$ cat config.mk
export PLATFORM = sky130hd
export DESIGN_NAME = prg_monitor
export DESIGN_NICKNAME = d
export VERILOG_FILES = /design/src/rtl/prg_monitor.sv
export SDC_FILE = /design/constraint.sdc
export NUM_CORES = 1
export LEC_CHECK = 0
export BUFFER_PORTS_ARGS = -buffer_cell sky130_fd_sc_hd__buf_2
export CAP_MARGIN = 20
export CORE_ASPECT_RATIO = 0.7
export CORE_MARGIN = 4
export CORE_UTILIZATION = 60
export DETAILED_ROUTE_END_ITERATION = 8
export PLACE_DENSITY = 0.85
export SYNTH_ARGS = -nofsm -noshare
export SYNTH_HDL_FRONTEND = slang
export SYNTH_SLANG_ARGS = --single-unit
$ cat constraint.sdc
create_clock -name clock -period 3.2 [get_ports clock]
set_input_delay 0.32 -clock clock [delete_from_list [all_inputs] [get_ports clock]]
set_output_delay 0.32 -clock clock [all_outputs]
set_load 0.01 [all_outputs]
$ cat src/rtl/prg_monitor.sv
// rtl/prg_monitor.sv - byte-command engine driving the memory programmer port
//
// Accepts W/R/D command bytes from the UART receiver, performs writes, single
// reads and block dumps on the memory's second port, and returns result bytes
// to the UART transmitter.
//
// Ports:
//   clock     in   system clock, rising edge (also the memory's prg_clock)
//   reset_n   in   asynchronous active-low reset
//   rx_valid  in   one-cycle strobe qualifying rx_data
//   rx_data   in   received byte
//   tx_valid  out  response byte available
//   tx_ready  in   transmitter accepts tx_data when high with tx_valid
//   tx_data   out  response byte
//   prg_we    out  memory write enable (one cycle per write command)
//   prg_MA    out  memory address
//   prg_WD    out  memory write data
//   prg_RD    in   memory read data, valid one cycle after prg_MA is sampled
//   busy      out  high whenever the engine is not idle
module prg_monitor #(
  parameter int TIMEOUT_CYCLES = 50_000_000
) (
  input  logic       clock,
  input  logic       reset_n,
  input  logic       rx_valid,
  input  logic [7:0] rx_data,
  output logic       tx_valid,
  input  logic       tx_ready,
  output logic [7:0] tx_data,
  output logic       prg_we,
  output logic [7:0] prg_MA,
  output logic [7:0] prg_WD,
  input  logic [7:0] prg_RD,
  output logic       busy
);

  localparam int TW = (TIMEOUT_CYCLES > 1) ? $clog2(TIMEOUT_CYCLES) : 1;
  // The timer counts idle cycles 0..TIMEOUT_CYCLES-1; the abort fires on the
  // cycle that would make it reach TIMEOUT_CYCLES.
  localparam logic [TW-1:0] TIMER_LAST = TW'(TIMEOUT_CYCLES - 1);

  localparam logic [7:0] OP_WRITE = 8'h57;
  localparam logic [7:0] OP_READ  = 8'h52;
  localparam logic [7:0] OP_DUMP  = 8'h44;
  localparam logic [7:0] REPLY_OK = 8'h4B;
  localparam logic [7:0] REPLY_BAD = 8'h3F;

  typedef enum logic [3:0] {
    IDLE,
    W_ADDR,
    W_DATA,
    WRITE,
    R_ADDR,
    D_ADDR,
    D_LEN,
    RD_ISSUE,
    RD_WAIT,
    SEND
  } state_t;

  state_t          state;
  logic [7:0]      addr;
  logic [7:0]      wdata;
  logic [8:0]      count;
  logic [TW-1:0]   timer;
  logic            wait_state;

  assign prg_MA = addr;
  assign prg_WD = wdata;

  // States that are waiting for the next byte of a command.
  assign wait_state = (state == W_ADDR) || (state == W_DATA) ||
                      (state == R_ADDR) || (state == D_ADDR) ||
                      (state == D_LEN);

  always_ff @(posedge clock or negedge reset_n) begin
    if (!reset_n) begin
      state    <= IDLE;
      addr     <= 8'h00;
      wdata    <= 8'h00;
      count    <= 9'd0;
      timer    <= '0;
      tx_valid <= 1'b0;
      tx_data  <= 8'h00;
      prg_we   <= 1'b0;
      busy     <= 1'b0;
    end else begin
      prg_we <= 1'b0;

      // Inter-byte timeout. A received byte always wins over the abort, so
      // the case statement below and this block never both move the state.
      if (wait_state) begin
        if (rx_valid) begin
          timer <= '0;
        end else if (timer == TIMER_LAST) begin
          timer <= '0;
          state <= IDLE;
          busy  <= 1'b0;
        end else begin
          timer <= timer + TW'(1);
        end
      end else begin
        timer <= '0;
      end

      case (state)
        IDLE: begin
          if (rx_valid) begin
            busy <= 1'b1;
            case (rx_data)
              OP_WRITE: state <= W_ADDR;
              OP_READ:  state <= R_ADDR;
              OP_DUMP:  state <= D_ADDR;
              default: begin
                tx_data  <= REPLY_BAD;
                tx_valid <= 1'b1;
                count    <= 9'd1;
                state    <= SEND;
              end
            endcase
          end
        end
        W_ADDR: begin
          if (rx_valid) begin
            addr  <= rx_data;
            state <= W_DATA;
          end
        end
        W_DATA: begin
          if (rx_valid) begin
            wdata  <= rx_data;
            prg_we <= 1'b1;     // high for exactly the WRITE cycle
            state  <= WRITE;
          end
        end
        WRITE: begin
          tx_data  <= REPLY_OK;
          tx_valid <= 1'b1;
          count    <= 9'd1;
          state    <= SEND;
        end
        R_ADDR: begin
          if (rx_valid) begin
            addr  <= rx_data;
            count <= 9'd1;
            state <= RD_ISSUE;
          end
        end
        D_ADDR: begin
          if (rx_valid) begin
            addr  <= rx_data;
            state <= D_LEN;
          end
        end
        D_LEN: begin
          if (rx_valid) begin
            count <= (rx_data == 8'h00) ? 9'd256 : {1'b0, rx_data};
            state <= RD_ISSUE;
          end
        end
        RD_ISSUE: begin
          // Memory samples prg_MA at the end of this cycle.
          state <= RD_WAIT;
        end
        RD_WAIT: begin
          tx_data  <= prg_RD;
          tx_valid <= 1'b1;
          state    <= SEND;
        end
        SEND: begin
          // rx_valid is deliberately ignored here; tx_valid is always high.
          if (tx_ready) begin
            tx_valid <= 1'b0;
            if (count > 9'd1) begin
              count <= count - 9'd1;
              addr  <= addr + 8'd1;
              state <= RD_ISSUE;
            end else begin
              state <= IDLE;
              busy  <= 1'b0;
            end
          end
        end
        default: begin
          tx_valid <= 1'b0;
          state    <= IDLE;
          busy     <= 1'b0;
        end
      endcase
    end
  end

endmodule

==> impl_metrics.csv, run 1 <==
group,metric,value,unit
outcome,status,"completed",
floorplanning,fp.coreArea,5870,sq um
cts,root_buffer,"clkbuf_8",
sta,setup_violations,0,
route,remaining_drc_errors,0,
sta,fin_setup_tns,0,ns
yosys,synth_nets,408,
placed_design,dp_cells,491,
power_and_ir_drop,swShare,0.403,
placed_design,gp_congestion,1.00,
route,first_iter_violations,276,
cts,cts_buffers,9,
yosys,syn_area,3740,sq um
sta,holdWs,0.181,ns
floorplanning,start_util,0.637,
floorplanning,std_cell_rows,23,
route,drt-total-wl,8.45,mm
floorplanning,die_area,7580,sq um
yosys,ys_ff_latch,66,
yosys,yosysWarnings,0,
floorplanning,dieHeight,74.1,um
route,detail_route.vias_per_cell,6.18,
final_layout,syn2layout_area_growth,12.0,%
power_and_ir_drop,vdd_drop_max,0.591,mV
cts,cts_tree,"done",
route,first_pass_iters,5,
yosys,synth_edf_count,0,
final_layout,fin_nets,452,
final_layout,num_antenna_cells,0,
yosys,synthTopCellsByArea,"dfrtp_1 44%, nor2_1 4.9%, xor2_1 4.2%, nand3_1 3.3%, nor4_4 2.8%",
yosys,yosysTopAreaCellShare,0.442,
placed_design,portBuffers,46,
route,route.met2.wl,3.53,mm
cts,htree_levels,3,
placed_design,placed_area,3960,sq um
power_and_ir_drop,combPwrFrac,0.412,
power_and_ir_drop,power_per_cell_area,859,nW/um^2
min_path,hp-class,"primary input to flip-flop",
sta,timing.final.crit_period,2.26,ns
yosys,synth_cell_types,64,
cts,path_clk_slew,0.07,ns
sta,maxSlewViolCount,0,
placed_design,dp_hpwl,6.07,mm
global_routing,grt_pass1_vias,2969,
floorplanning,die_w,102,um
global_routing,antenna_found_initial,0,
global_routing,grt_pass1_wl,14.4,mm
power_and_ir_drop,p_leak,1.83,nW
yosys,synth_area_per_cell,9.74,sq um
yosys,yosys.area.top_type,"dfrtp_1",
global_routing,track_usage,0.248,
sta,period_share,0.705,
sta,grt_setup_unrepaired,"false",
floorplanning,io_pins,47,
cts,worstSkewPairLatency,0.35,ns
job,drv_cap,0,
final_layout,drive_gt1_frac,0.201,
sta,worst_pin_slew,0.756,ns
power_and_ir_drop,seqPwrFrac,0.375,
sta,fin_ws,0.943,ns
final_layout,mostFrequentLayoutCell,"dfrtp_1",
worst_setup_path,critical_path.max_fanout,18,
final_layout,mostFrequentLayoutCells,"66 x dfrtp_1, 49 x nor2_1, 46 x buf_2, 26 x nand2_1, 25 x nand3_1",
cts,clock_path_buffers,2,
cts,clock-sinks,66,
sta,maxSlewHeadroom,0.491,
worst_setup_path,cp_data_arrival_time,2.47,ns
yosys,synth_cells,384,
final_layout,final_util,0.714,
route,met1_length,3.91,mm
route,drt.antenna.violating_nets,0,
final_layout,design_area,4190,sq um
sta,finalHoldViolCount,0,
worst_setup_path,start_kind,"flip-flop",
sta,fmax,0.443,GHz
route,highest_layer,"met4",
power_and_ir_drop,power_switching,1.45,mW
global_routing,grt_max_degree,41,
yosys,ys_async_sr_fraction,1.00,
sta,fin_skew,0.00751,ns
route,wire_per_inst,16.6,um
yosys,ys_seq_area_frac,0.442,
worst_setup_path,path_class,"flip-flop to flip-flop",
power_and_ir_drop,p_total,3.60,mW
power_and_ir_drop,p_int,2.15,mW
route,wl_met3,857,um
yosys,dominantRegCellSynth,"dfrtp_1",
global_routing,gr-total-overflow,0,
route,vias,3140,
final_layout,stdcell_count,508,
power_and_ir_drop,power_frac_clock,0.214,
placed_design,pre_cts_ws,0.955,ns
worst_setup_path,cp-end-kind,"flip-flop",
worst_setup_path,required,3.41,ns
what timing repair did:
action,in CTS,in global routing
buffers inserted,0,0
gates resized for setup,0,0
endpoints found under the hold margin,26,0
hold buffers,1,0
cell usage after synthesis (all sizes together) (5+ instances only):
library cell   n
buf           15
nand3         26
inv           20
xor2          18
and3           6
nor4           7
dfrtp         66
nand2         26
a31oi          6
nand4          9
xnor2          7
o21ai         16
o22a           5
mux2           7
o221ai         5
nor3          11
nor2          49
a21oi         17
metal layers:
metal,vias to the layer above,global-route usage
met3,20,0.0806
met1,1485,0.364
li1,1486,-
met5,-,0
met4,0,0.0975
met2,149,0.340
state kept, by name, summed over array words and instances, names as in the netlist:
register  cells
busy          1
count         9
prg_MA        8
prg_WD        8
prg_we        1
state         4
timer        26
tx_data       8
tx_valid      1
logic make-up after synthesis:
kind of cell,Yosys count,synth area share
AND/OR/NAND/NOR,157,0.235
AO/OA/AOI/OAI,82,0.155
XOR/XNOR,25,0.0585
multiplexers,11,0.0388
flip-flops,66,0.442
buffers and inverters,39,0.0579
adder cells (fa/ha/maj),4,0.0134
final cells by class:
class	count	area [sq um]
Sequential cell	66	1650
Multi-Input combinational cell	279	1870
Timing Repair Buffer	52	278
Inverter	20	75.1
Tap cell	75	93.8
Fill cell	462	1680
Clock inverter	5	77.6
Clock buffer	11	141
worst paths after layout:
path | start | end | slack [ns] | cells after the start
worst min-delay path | prg_RD[7] | tx_data[7]$_DFFE_PN0P_ | 0.18 | 3
min in group asynchronous | reset_n | prg_WD[7]$_DFFE_PN0P_ | 0.50 | 3
worst min register to register | timer[0]$_DFF_PN0_ | timer[0]$_DFF_PN0_ | 0.49 | 1
worst max-delay path | state[2]$_DFF_PN0_ | prg_MA[0]$_DFFE_PN0P_ | 0.94 | 6
worst max register to register | state[2]$_DFF_PN0_ | prg_MA[0]$_DFFE_PN0P_ | 0.94 | 6
max in group asynchronous | reset_n | timer[11]$_DFF_PN0_ | 2.28 | 3
power by group through the flow:
stage	registers (mW)	logic (mW)	clock network [mW]
floorplan	1.33	1.10	0
global placement	1.34	1.44	0
detailed placement	1.35	1.48	0
CTS	1.34	1.48	0.783
global route	1.39	1.64	0.819
finish	1.35	1.48	0.769
worst max-delay path: stages (launching register included):
cell and delay [ns]:
dfrtp_1 0.56, nor2_1 0.32, nand3_2 0.10, buf_4 0.23
o21ai_2 0.57, mux2i_1 0.26, o31ai_1 0.08
Power figures use the tool's default switching activity.
==> run 2: changes to the inputs <==
--- a/config.mk
+++ b/config.mk
@@ -9,9 +9,9 @@
 export CAP_MARGIN = 20
 export CORE_ASPECT_RATIO = 0.7
 export CORE_MARGIN = 4
-export CORE_UTILIZATION = 60
+export CORE_UTILIZATION = 58
 export DETAILED_ROUTE_END_ITERATION = 8
-export PLACE_DENSITY = 0.85
+export PLACE_DENSITY = 0.83
 export SYNTH_ARGS = -nofsm -noshare
 export SYNTH_HDL_FRONTEND = slang
 export SYNTH_SLANG_ARGS = --single-unit
==> constraint.sdc (replaced) <==
create_clock -name clock -period 2.3 [get_ports clock]
set_input_delay 0.23 -clock clock [delete_from_list [all_inputs] [get_ports clock]]
set_output_delay 0.23 -clock clock [all_outputs]
set_load 0.01 [all_outputs]
==> impl_metrics.csv, run 2 (same netlist as run 1, synthesis figures left out) <==
group,metric,value,unit
global_routing,grtUsageMet3,0.0874,
sta,fmax,0.486,GHz
final_layout,num_antenna_cells,0,
sta,setup_violations,0,
route,drt.antenna.violating_nets,0,
sta,finalHoldViolCount,0,
floorplanning,std_cell_rows,24,
worst_setup_path,path_class,"flip-flop to flip-flop",
floorplanning,die_w,104,um
cts,cts_buffers,9,
sta,worst_pin_slew,0.717,ns
final_layout,fin_nets,454,
sta,grt_setup_unrepaired,"false",
final_layout,mostFrequentLayoutCells,"66 x dfrtp_1, 49 x nor2_1, 46 x buf_2, 26 x nand2_1, 25 x nand3_1",
floorplanning,dieHeight,75.2,um
cts,clock-sinks,66,
cts,root_buffer,"clkbuf_8",
global_routing,grt_pass1_vias,2960,
cts,htree_levels,3,
placed_design,portBuffers,46,
global_routing,busiest_layer,"met2",
route,first_iter_violations,311,
placed_design,gp_congestion,0.941,
cts,post_cts_resized,0,
final_layout,mostFrequentLayoutCell,"dfrtp_1",
final_layout,largest_register_ffs,26,
sta,period_share,0.895,
sta,holdWs,0.0933,ns
worst_setup_path,required,2.56,ns
min_path,hp-class,"primary input to flip-flop",
route,wire_per_inst,16.7,um
cts,clock_path_buffers,2,
floorplanning,start_util,0.599,
global_routing,use_met1,0.342,
route,drt-total-wl,8.54,mm
sta,maxSlewViolCount,0,
placed_design,dp_cells,496,
sta,fin_setup_tns,0,ns
global_routing,gr-total-overflow,0,
sta,fin_skew,0.0109,ns
global_routing,antenna_found_initial,0,
final_layout,drive_gt1_frac,0.201,
power_and_ir_drop,vdd_drop_max,0.769,mV
route,vias,3111,
worst_setup_path,start_kind,"flip-flop",
global_routing,grt_max_degree,45,
cts,cts_tree,"done",
worst_setup_path,critical_path.max_fanout,23,
worst_setup_path,cp-end-kind,"flip-flop",
global_routing,gr-usage-met2,0.345,
floorplanning,die_area,7820,sq um
route,detail_route.vias_per_cell,6.09,
floorplanning,io_pins,47,
job,drv_cap,0,
cts,path_clk_slew,0.06,ns
final_layout,syn2layout_area_growth,12.1,%
route,remaining_drc_errors,0,
power_and_ir_drop,p_leak,1.83,nW
sta,timing.final.crit_period,2.06,ns
global_routing,track_usage,0.238,
outcome,status,"completed",
floorplanning,fp.coreArea,6250,sq um
final_layout,top_register,"timer",
sta,maxSlewHeadroom,0.518,
final_layout,reg.largest.list,"timer (26), count (9)",
cts,worstSkewPairLatency,0.35,ns
placed_design,dp_hpwl,5.99,mm
final_layout,stdcell_count,511,
final_layout,final_util,0.671,
worst_setup_path,cp_data_arrival_time,2.32,ns
route,first_pass_iters,5,
global_routing,grt_pass1_wl,14.6,mm
power_and_ir_drop,power_per_cell_area,1190,nW/um^2
[run 2: cell count changes in the layout (fill, tap and decap cells not counted)]
cell and delta:
clkinv_2 -2, buf_12 +1, buf_4 +1, bufinv_16 -1, clkbuf_8 +1
[run 2: final cells by class]
cell class              count  area, sq um
fillers                   497         2050
inverters                  20         75.1
multi-input cells         279         1870
flip-flops and latches     66         1650
clock inverters             2         37.5
clock buffers              12          155
well taps                  78         97.6
repair buffers             54          305
[run 2: power by group]
group | internal [mW] | switching (mW) | total, mW
Combinational | 0.917 | 1.21 | 2.12
Clock | 0.548 | 0.426 | 0.974
Sequential | 1.48 | 0.400 | 1.88
Total | 2.94 | 2.03 | 4.97
[run 2: path summary, 6_finish.rpt]
| path | from | endpoint | slack, ns | depth (start not counted) |
|---|---|---|---|---|
| min in group asynchronous | reset_n | prg_WD[0]$_DFFE_PN0P_ | 0.42 | 2 |
| worst min-delay path | prg_RD[0] | tx_data[0]$_DFFE_PN0P_ | 0.09 | 2 |
| worst max register to register | state[3]$_DFF_PN0_ | prg_MA[6]$_DFFE_PN0P_ | 0.24 | 5 |
| worst max-delay path | state[3]$_DFF_PN0_ | prg_MA[6]$_DFFE_PN0P_ | 0.24 | 5 |
| worst min register to register | prg_WD[0]$_DFFE_PN0P_ | prg_WD[0]$_DFFE_PN0P_ | 0.48 | 2 |
| max in group asynchronous | reset_n | state[1]$_DFF_PN0_ | 1.25 | 3 |
[run 2: critical path, cell delays in order (launching register included)]
cell and delay [ns]:
dfrtp_1 0.80, and4bb_2 0.54, nand3_1 0.17, nor3b_1 0.20
a21oi_1 0.08, o21ai_0 0.17
[run 2: stage by stage]
step | setup slack [ns] | cell area [sq um] | power (mW)
after CTS | 0.248 | 4190 | 4.97
after floorplan | 0.500 | 3740 | 3.38
after global placement | 0.338 | 3990 | 3.91
after global routing | 0.0189 | 4190 | 5.33
after detailed placement | 0.281 | 3990 | 3.98
final | 0.241 | 4190 | 4.97
[run 2: timing repair]
item / CTS / global route
setup buffers: 0 / 0
hold endpoints to repair: 22 / 0
hold buffers: 1 / 0
[run 2: routing by layer]
layer  wire [um]  vias up  share of wire
met5           0        -              0
met1        4090     1481           0.48
li1            -     1481              -
met2        3610      135           0.42
met3         764       14          0.089
met4          85        0         0.0099
==> run 3: changes to the inputs <==
==> config.mk (replaced) <==
export PLATFORM = sky130hd
export DESIGN_NAME = prg_monitor
export DESIGN_NICKNAME = d
export VERILOG_FILES = /design/src/rtl/prg_monitor.sv
export SDC_FILE = /design/constraint.sdc
export NUM_CORES = 1
export LEC_CHECK = 0
export CAP_MARGIN = 20
export CORE_ASPECT_RATIO = 0.7
export CORE_MARGIN = 4
export CORE_UTILIZATION = 60
export CTS_CLUSTER_DIAMETER = 150
export DETAILED_ROUTE_END_ITERATION = 8
export DONT_BUFFER_PORTS = 1
export PLACE_DENSITY = 0.79
export SYNTH_ARGS = -nofsm -noshare
export SYNTH_HDL_FRONTEND = slang
export SYNTH_SLANG_ARGS = --single-unit
==> impl_metrics.csv, run 3 (same netlist as run 1, synthesis figures left out) <==
group,metric,value,unit
final_layout,mostFrequentLayoutCells,"66 x dfrtp_1, 49 x nor2_1, 26 x nand2_1, 25 x nand3_1, 20 x inv_1",
final_layout,largest_register_ffs,26,
route,remaining_drc_errors,0,
cts,path_clk_slew,0.07,ns
route,vias,2978,
global_routing,grt_pass1_wl,14.4,mm
global_routing,gr-total-overflow,0,
worst_setup_path,required,2.52,ns
worst_setup_path,path_class,"flip-flop to flip-flop",
job,drv_cap,0,
route,first_pass_iters,5,
sta,maxSlewHeadroom,0.477,
cts,cts_buffers,9,
floorplanning,dieHeight,74.1,um
global_routing,antenna_found_initial,0,
final_layout,fin_nets,412,
final_layout,multi_input_area,1870,sq um
worst_setup_path,start_kind,"flip-flop",
global_routing,grt_max_degree,67,
cts,cts_tree,"done",
worst_setup_path,cp_data_arrival_time,2.32,ns
route,drt-total-wl,8.52,mm
cts,worstSkewPairLatency,0.35,ns
worst_setup_path,cp-end-kind,"flip-flop",
sta,period_share,0.913,
global_routing,grt_pass1_vias,2849,
floorplanning,io_pins,47,
sta,timing.final.crit_period,2.10,ns
placed_design,portBuffers,0,
sta,grt_setup_unrepaired,"false",
final_layout,n_fill_cell,451,
placed_design,gp_congestion,0.929,
min_path,hp-class,"primary input to flip-flop",
cts,clock_path_buffers,2,
outcome,status,"completed",
global_routing,track_usage,0.246,
placed_design,dp_hpwl,6.02,mm
route,first_iter_violations,313,
floorplanning,fp.coreArea,5870,sq um
final_layout,drive_gt1_frac,0.115,
final_layout,num_antenna_cells,0,
route,detail_route.vias_per_cell,6.36,
power_and_ir_drop,p_leak,1.71,nW
sta,finalHoldViolCount,0,
floorplanning,die_area,7580,sq um
cts,htree_levels,3,
sta,worst_pin_slew,0.777,ns
final_layout,seq_area,1650,sq um
power_and_ir_drop,power_per_cell_area,1250,nW/um^2
sta,fmax,0.476,GHz
cts,root_buffer,"clkbuf_8",
placed_design,placed_area,3740,sq um
final_layout,top_register,"timer",
final_layout,design_area,4090,sq um
sta,fin_setup_tns,0,ns
route,wire_per_inst,18.2,um
sta,maxSlewViolCount,0,
floorplanning,start_util,0.637,
worst_setup_path,critical_path.max_fanout,16,
cts,clock-sinks,66,
final_layout,reg.largest.list,"timer (26), count (9)",
cts,cts_setup_buffers,0,
sta,fin_skew,0.00711,ns
floorplanning,std_cell_rows,23,
sta,holdWs,0.0125,ns
final_layout,syn2layout_area_growth,9.30,%
floorplanning,die_w,102,um
final_layout,mostFrequentLayoutCell,"dfrtp_1",
power_and_ir_drop,vdd_drop_max,0.752,mV
route,drt.antenna.violating_nets,0,
sta,setup_violations,0,
-- run 3: through the flow --
step           power, mW  utilization  worst slack, ns  std cells
6_report            5.11        0.696            0.199        468
5_1_grt             5.41        0.696           0.0469        468
4_1_cts             5.11        0.696            0.247        468
3_5_place_dp        3.74        0.638            0.263        447
3_3_place_gp        3.68        0.638            0.338        447
2_1_floorplan       3.38            -            0.500        384
-- run 3: area by class of cell --
| class | count | share of cell area |
|---|---|---|
| Multi-Input combinational cell | 279 | 0.458 |
| Clock buffer | 10 | 0.0337 |
| Tap cell | 75 | 0.0230 |
| Clock inverter | 6 | 0.0337 |
| Sequential cell | 66 | 0.404 |
| Inverter | 20 | 0.0184 |
| Timing Repair Buffer | 12 | 0.0294 |
-- run 3: repair_timing --
| action | CTS | global route |
|---|---|---|
| endpoints found under the hold margin | 69 | 0 |
| resized for setup | 0 | 0 |
| hold buffers | 5 | 0 |
-- run 3: final timing paths --
kind | depth (start not counted) | start | slack (ns) | end
setup reg to reg | 6 | state[1]$_DFF_PN0_ | 0.20 | prg_MA[0]$_DFFE_PN0P_
max in group asynchronous | 2 | reset_n | 1.61 | count[7]$_DFFE_PN0P_
hold / removal | 1 | prg_RD[3] | 0.01 | tx_data[3]$_DFFE_PN0P_
setup / recovery | 6 | state[1]$_DFF_PN0_ | 0.20 | prg_MA[0]$_DFFE_PN0P_
min in group asynchronous | 2 | reset_n | 0.40 | count[5]$_DFFE_PN0P_
hold reg to reg | 1 | timer[0]$_DFF_PN0_ | 0.49 | timer[0]$_DFF_PN0_
-- run 3: worst max-delay path, stage by stage, from the launching register on --
cell     delay (ns)
dfrtp_1        0.55
nor2_1         0.37
nand3_2        0.22
o21ai_2        0.28
buf_4          0.24
mux2i_1        0.22
o31ai_1        0.10
-- run 3: metal layers --
layer	vias to the layer above	GRT usage	part of all wire
met5	-	0	0
met4	0	0.0946	0.020
met3	22	0.0853	0.11
met2	163	0.335	0.41
met1	1397	0.361	0.46
li1	1396	-	-
-- run 3: report_power, final --
part / internal (mW) / total [mW] / leakage [nW] / switching (mW)
clock network: 0.863 / 1.32 / 0.137 / 0.455
registers: 1.48 / 2.00 / 0.854 / 0.517
logic: 0.772 / 1.80 / 0.717 / 1.02
